`src/rtl/ysyx_22040386_mem_stage_pkg.sv`:
```
// rtl/ysyx_22040386_mem_stage_pkg.sv - shared encodings for the memory-access stage
package ysyx_22040386_mem_stage_pkg;

  localparam logic [2:0] MASK_B  = 3'b000;
  localparam logic [2:0] MASK_H  = 3'b001;
  localparam logic [2:0] MASK_W  = 3'b010;
  localparam logic [2:0] MASK_D  = 3'b011;
  localparam logic [2:0] MASK_BU = 3'b100;
  localparam logic [2:0] MASK_HU = 3'b101;
  localparam logic [2:0] MASK_WU = 3'b110;

  localparam logic [7:0] SIZE_MASK_B = 8'h01;
  localparam logic [7:0] SIZE_MASK_H = 8'h03;
  localparam logic [7:0] SIZE_MASK_W = 8'h0F;
  localparam logic [7:0] SIZE_MASK_D = 8'hFF;

  typedef enum logic [1:0] {IDLE, REQ, WAIT, DONE} state_t;

  // Low two bits of the size code select the width; 111 falls into the doubleword slot.
  function automatic logic [7:0] size_mask(input logic [2:0] mem_mask);
    case (mem_mask[1:0])
      2'b00:   size_mask = SIZE_MASK_B;
      2'b01:   size_mask = SIZE_MASK_H;
      2'b10:   size_mask = SIZE_MASK_W;
      default: size_mask = SIZE_MASK_D;
    endcase
  endfunction

endpackage

```
`src/rtl/ysyx_22040386_mem_stage_lsu_align.sv`:
```
// rtl/ysyx_22040386_mem_stage_lsu_align.sv - store lane shift, load extract/extend
// Misalign detect present only with YSYX_22040386_MEM_MISALIGN_CHECK_EN
module ysyx_22040386_lsu_align
  import ysyx_22040386_mem_stage_pkg::*;
#(
  parameter int XLEN = 64
) (
  input  logic [2:0]      i_offset,
  input  logic [2:0]      i_mem_mask,
  input  logic [XLEN-1:0] i_wr_data,
  input  logic [XLEN-1:0] i_rdata,
  output logic [XLEN-1:0] o_wdata,
  output logic [7:0]      o_wmask,
  output logic [XLEN-1:0] o_load_data
`ifdef YSYX_22040386_MEM_MISALIGN_CHECK_EN
  , output logic          o_misalign
`endif
);

  logic [5:0]      w_shamt;
  logic [XLEN-1:0] w_shifted;

  assign w_shamt   = {i_offset, 3'b000};
  assign o_wmask   = size_mask(i_mem_mask) << i_offset;
  assign o_wdata   = i_wr_data << w_shamt;
  assign w_shifted = i_rdata >> w_shamt;

  always_comb begin
    o_load_data = w_shifted;
    case (i_mem_mask)
      MASK_B:  o_load_data = {{(XLEN-8){w_shifted[7]}}, w_shifted[7:0]};
      MASK_H:  o_load_data = {{(XLEN-16){w_shifted[15]}}, w_shifted[15:0]};
      MASK_W:  o_load_data = {{(XLEN-32){w_shifted[31]}}, w_shifted[31:0]};
      MASK_BU: o_load_data = {{(XLEN-8){1'b0}}, w_shifted[7:0]};
      MASK_HU: o_load_data = {{(XLEN-16){1'b0}}, w_shifted[15:0]};
      MASK_WU: o_load_data = {{(XLEN-32){1'b0}}, w_shifted[31:0]};
      default: o_load_data = w_shifted;
    endcase
  end

`ifdef YSYX_22040386_MEM_MISALIGN_CHECK_EN
  always_comb begin
    o_misalign = 1'b0;
    case (i_mem_mask[1:0])
      2'b00:   o_misalign = 1'b0;
      2'b01:   o_misalign = i_offset[0];
      2'b10:   o_misalign = |i_offset[1:0];
      default: o_misalign = |i_offset;
    endcase
  end
`endif

endmodule

```
`src/rtl/ysyx_22040386_mem_stage.sv`:
```
// rtl/ysyx_22040386_mem_stage.sv - memory-access stage: dmem request FSM and WB output buffer
// Optional misaligned-access trap: YSYX_22040386_MEM_MISALIGN_CHECK_EN
module ysyx_22040386_mem_stage
  import ysyx_22040386_mem_stage_pkg::*;
#(
  parameter int XLEN       = 64,
  parameter int REG_ADDR_W = 5
) (
  input  logic                  clk,
  input  logic                  rst_n,
  input  logic                  in_valid,
  output logic                  in_ready,
  input  logic [XLEN-1:0]       in_alu_result,
  input  logic [XLEN-1:0]       in_mem_wr_data,
  input  logic [XLEN-1:0]       in_reg_wr_data,
  input  logic [REG_ADDR_W-1:0] in_reg_wr_addr,
  input  logic [2:0]            in_mem_mask,
  input  logic                  in_RegWrite,
  input  logic                  in_MemWrite,
  input  logic                  in_MemRead,
  output logic                  dmem_req_valid,
  input  logic                  dmem_req_ready,
  output logic [XLEN-1:0]       dmem_req_addr,
  output logic                  dmem_req_wen,
  output logic [XLEN-1:0]       dmem_req_wdata,
  output logic [7:0]            dmem_req_wmask,
  input  logic                  dmem_resp_valid,
  input  logic [XLEN-1:0]       dmem_resp_rdata,
  output logic                  out_valid,
  input  logic                  out_ready,
  output logic [REG_ADDR_W-1:0] out_reg_wr_addr,
  output logic [XLEN-1:0]       out_reg_wr_data,
  output logic                  out_RegWrite
`ifdef YSYX_22040386_MEM_MISALIGN_CHECK_EN
  , output logic                out_misalign
`endif
);

  state_t                r_state, w_next_state;
  logic [XLEN-1:0]       r_addr, r_wr_data, r_out_data;
  logic [REG_ADDR_W-1:0] r_reg_wr_addr;
  logic [2:0]            r_mask;
  logic                  r_memread, r_memwrite, r_regwrite;
  logic                  w_accept, w_mem, w_skip, w_use_latched, w_store_req;
  logic [2:0]            w_al_off, w_al_mask;
  logic [XLEN-1:0]       w_al_wr_data, w_wdata, w_load_data;
  logic [7:0]            w_wmask;
`ifdef YSYX_22040386_MEM_MISALIGN_CHECK_EN
  logic                  r_misalign, w_misalign;
`endif

  assign in_ready = (r_state == IDLE) | ((r_state == DONE) & out_ready);
  assign w_accept = in_valid & in_ready;
  assign w_mem    = in_MemRead | in_MemWrite;

  // While a request is in flight the aligner works on the latched packet;
  // otherwise it looks at the incoming one so misalignment is known at accept.
  assign w_use_latched = (r_state == REQ) | (r_state == WAIT);
  assign w_al_off      = w_use_latched ? r_addr[2:0] : in_alu_result[2:0];
  assign w_al_mask     = w_use_latched ? r_mask      : in_mem_mask;
  assign w_al_wr_data  = w_use_latched ? r_wr_data   : in_mem_wr_data;

  ysyx_22040386_lsu_align #(.XLEN(XLEN)) u_align (
    .i_offset    (w_al_off),
    .i_mem_mask  (w_al_mask),
    .i_wr_data   (w_al_wr_data),
    .i_rdata     (dmem_resp_rdata),
    .o_wdata     (w_wdata),
    .o_wmask     (w_wmask),
    .o_load_data (w_load_data)
`ifdef YSYX_22040386_MEM_MISALIGN_CHECK_EN
    , .o_misalign (w_misalign)
`endif
  );

`ifdef YSYX_22040386_MEM_MISALIGN_CHECK_EN
  assign w_skip       = w_mem & w_misalign;
  assign out_misalign = r_misalign;
`else
  assign w_skip = 1'b0;
`endif

  always_ff @(posedge clk) begin
    if (!rst_n) r_state <= IDLE;
    else        r_state <= w_next_state;
  end

  always_comb begin
    w_next_state = r_state;
    case (r_state)
      IDLE, DONE: begin
        if (w_accept)              w_next_state = (w_mem & ~w_skip) ? REQ : DONE;
        else if (r_state == DONE && out_ready) w_next_state = IDLE;
      end
      REQ:     if (dmem_req_ready)  w_next_state = WAIT;
      WAIT:    if (dmem_resp_valid) w_next_state = DONE;
      default: w_next_state = IDLE;
    endcase
  end

  always_ff @(posedge clk) begin
    if (!rst_n) begin
      r_addr        <= '0;
      r_wr_data     <= '0;
      r_out_data    <= '0;
      r_reg_wr_addr <= '0;
      r_mask        <= '0;
      r_memread     <= 1'b0;
      r_memwrite    <= 1'b0;
      r_regwrite    <= 1'b0;
`ifdef YSYX_22040386_MEM_MISALIGN_CHECK_EN
      r_misalign    <= 1'b0;
`endif
    end else if (w_accept) begin
      r_addr        <= in_alu_result;
      r_wr_data     <= in_mem_wr_data;
      r_out_data    <= in_reg_wr_data;
      r_reg_wr_addr <= in_reg_wr_addr;
      r_mask        <= in_mem_mask;
      r_memread     <= in_MemRead & ~w_skip;
      r_memwrite    <= in_MemWrite & ~w_skip;
      r_regwrite    <= in_RegWrite & ~w_skip;
`ifdef YSYX_22040386_MEM_MISALIGN_CHECK_EN
      r_misalign    <= w_skip;
`endif
    end else if (r_state == WAIT && dmem_resp_valid && r_memread && !r_memwrite) begin
      r_out_data    <= w_load_data;
    end
  end

  assign w_store_req     = (r_state == REQ) & r_memwrite;
  assign dmem_req_valid  = (r_state == REQ);
  assign dmem_req_addr   = {r_addr[XLEN-1:3], 3'b000};
  assign dmem_req_wen    = r_memwrite;
  assign dmem_req_wdata  = w_store_req ? w_wdata : '0;
  assign dmem_req_wmask  = w_store_req ? w_wmask : 8'h00;

  assign out_valid       = (r_state == DONE);
  assign out_reg_wr_addr = r_reg_wr_addr;
  assign out_reg_wr_data = r_out_data;
  assign out_RegWrite    = r_regwrite;

endmodule

```
`config.mk`:
```
export PLATFORM = sky130hd
export DESIGN_NAME = ysyx_22040386_mem_stage
export DESIGN_NICKNAME = d
export VERILOG_FILES = /design/src/rtl/ysyx_22040386_mem_stage_pkg.sv /design/src/rtl/ysyx_22040386_mem_stage_lsu_align.sv /design/src/rtl/ysyx_22040386_mem_stage.sv
export SDC_FILE = /design/constraint.sdc
export NUM_CORES = 1
export LEC_CHECK = 0
export ABC_AREA = 1
export CAP_MARGIN = 10
export CORE_AREA = 2 2 186 188
export CTS_CLUSTER_SIZE = 25
export DETAILED_ROUTE_END_ITERATION = 8
export DIE_AREA = 0 0 188 190
export PLACE_DENSITY = 0.74
export SETUP_SLACK_MARGIN = 0.2
export SLEW_MARGIN = 15
export SYNTH_ARGS = -nofsm -noshare
export SYNTH_HDL_FRONTEND = slang
export SYNTH_HIERARCHICAL = 1
export SYNTH_SLANG_ARGS = --single-unit
```
`constraint.sdc`:
```
create_clock -name clk -period 6.11 [get_ports clk]
set_input_delay 1.222 -clock clk [delete_from_list [all_inputs] [get_ports clk]]
set_output_delay 1.222 -clock clk [all_outputs]
set_load 0.02 [all_outputs]
```
==> results.toml <==
[run_status]
status = "complete, no violations"

[logic_synthesis]
ys_types = 32
syn_area_um2 = 13900
yosysWarnings = 6
netlist_instances = 2416
ys_seq_area_share_pct = 29.5
synth_area_leaders = "dfxtp_1 29%, nand2_1 23%, nor2_1 11%"
synth.largest_area_cell = "dfxtp_1"
avgSynthCellArea_um2 = 5.76
synth_top_area_share_pct = 29.5
synth_seq_cells = 205

[timing]
fin_worst_skew_ps = 22.3
drv_slew = 0
finalWorstSetupSlack_ps = 706
worst_pin_slew_ps = 1140
timing.hold.ws_ps = 466
setup_viol = 0
layout_min_cycle_time_ps = 5400
slew_headroom_pct = 24.3
fin_crit_sh_pct = 88.4
grt_setup_unrepaired = "no"
hold_viol_final = 0
fmax_mhz = 185
tns_ps = 0

[clock_network]
clock-sinks = 205
cts_resized = 0
h-tree-depth = 1
holdBufCountCts = 0
ctsRootBufferMaster = "clkbuf_16"
cts_setup_buffers = 0
clk_pin_slew_ps = 60
numCtsBuffers = 25
insertion_delay_ps = 560
cts_buffer_depth = 3
cts_tree = "built"

[die]
core_area_um2 = 33900
die_h_um = 190
dieArea_um2 = 35700
die_w_um = 188
start_util_pct = 41.0
rows = 68
ios = 483

[job]
maxCapViolations = 0

[power_and_ir_drop]
vdd_drop_max_uv = 363
clockPowerShare_pct = 14.3
switchingPower_mw = 5.74
swShare_pct = 53.4
p_comb_share_pct = 67.2
powerDensity_nw_per_um2 = 568
p_int_mw = 5.02
p_leak_nw = 8.40
power.share.sequential_pct = 18.5
finalPower_mw = 10.8

[critical_path]
startpoint_type = "register"
cp_max_fo = 70
worstPathArrival_ps = 4180
path_class = "register to output port"
endpoint_kind = "output port"
cp_data_required_time_ps = 4890
r2r_start = "r_state[0]"
crit_start = "r_state[0]"

[layout]
synthToLayoutAreaGrowth_pct = 36.1
fin_nets = 2978
layout_commonest_cell = "nand2_1"
final_util_pct = 55.8
final_cell_mix = "854 x nand2_1, 473 x clkdlybuf4s50_1, 402 x nor2_1, 220 x o21ai_0, 205 x dfxtp_1"
layout-drive-gt1-share_pct = 3.64

[global_routing]
grt_pass1_wl_um = 86800
grt_util_all_layers_pct = 30.4
grt_pass1_vias = 15800
grt_max_degree = 140
grt_antenna_before_repair = 11
gr-total-overflow = 0

[routing]
firstDrtPassIters = 5
vias = 16500
detail_route.wl_per_cell_um = 17.9
drt_wl_total_um = 57000
vias_per_cell = 5.19
drc = 0
ant_nets = 0
drt-initial-drc-count = 1386

[worst_hold_path]
worst_hold_startpoint = "out_reg_wr_data[15]"
hp-class = "register to register"

[placement]
place_congestion = 0.934
io_buffers = 479
hpwlAfterDp_um = 40700
place_ws_ps = 829
metrics by stage:
step | instances | area, µm²
global route | 3180 | 18900
global placement | 3129 | 18100
detailed placement | 3129 | 18100
floorplan | 2418 | 13900
finish | 3180 | 18900
CTS | 3172 | 18900
Yosys cell counts:
master    number
buf_4         79
nand2_2        5
o22ai_1        9
nor2_8         1
o211ai_1      17
or2_1          1
inv_1        131
o21ai_2        4
buf_1         19
clkbuf_1      78
buf_2         51
and2_0         1
buf_8          1
buf_6         17
nand3_2        1
nand4_1       32
nor2_1       403
o21ai_0      220
mux2i_1       26
nand2_1      859
o21a_1         2
nand3_1      122
nor3_1         1
dfxtp_1      205
or2_2          2
o21ai_1       34
conb_1         1
and2_1         2
ha_1           4
inv_2          5
nand2_4        1
a21oi_1       82
critical path: stages, from the launching register on:
cell and delay (ps):
dfxtp_1 390, inv_1 90, ha_2 440, buf_4 620, nand2_1 140, nand2_2 130
buf_4 660, nand2_1 100, o21ai_0 170, inv_1 80, nor2_1 130, clkdlybuf4s50_1 630
sequential cells by signal (all words and copies together), names as in the netlist:
register,count
r_addr,64
r_state,2
out_reg_wr_addr,5
out_RegWrite,1
dmem_req_wen,1
r_memread,1
r_mask,3
r_wr_data,64
out_reg_wr_data,64
final timing paths:
path	end	slack, ps	cells past startpoint
setup / recovery	dmem_req_wdata[54]	710	11
hold reg to reg	out_reg_wr_data[15]	470	2
setup reg to reg	out_reg_wr_data[21]	1570	18
hold / removal	out_reg_wr_data[15]	470	2
power groups by stage:
stage | Combinational (mW) | Clock (mW) | Sequential, mW
final | 7.23 | 1.54 | 1.99
after floorplan | 4.88 | 0 | 2.16
after CTS | 7.13 | 1.57 | 1.98
after global placement | 7.06 | 0 | 1.98
after detailed placement | 7.10 | 0 | 2.01
after global routing | 7.94 | 1.63 | 2.03
cell type report:
| type | instances | area [µm²] |
|---|---|---|
| fillers | 3467 | 15000 |
| multi-input cells | 1832 | 7930 |
| repair buffers | 501 | 4960 |
| flip-flops and latches | 205 | 4100 |
| clock buffers | 36 | 767 |
| well taps | 455 | 569 |
| inverters | 136 | 518 |
| clock inverters | 7 | 81.3 |
| diodes | 8 | 20.0 |
kinds of logic (layout without fill, tap and decap cells):
| family | count (synthesis) | in the layout | synth area share (%) |
|---|---|---|---|
| simple gates | 1431 | 1431 | 40.7 |
| mux | 26 | 26 | 1.87 |
| buf+inv | 381 | 680 | 13.9 |
| fa+ha+maj | 4 | 4 | 0.359 |
| flops | 205 | 205 | 29.5 |
| compound gates | 368 | 368 | 13.8 |
| other cells | 1 | 11 | 0.0269 |
routing by layer:
layer / part of all wire, % / wire length (µm) / track usage, %
met5: 0.063 / 36 / 0
met2: 47 / 26600 / 51.1
met1: 41 / 23200 / 37.3
met3: 8.6 / 4870 / 6.75
met4: 4.1 / 2320 / 13.2
Power figures use the tool's default switching activity.
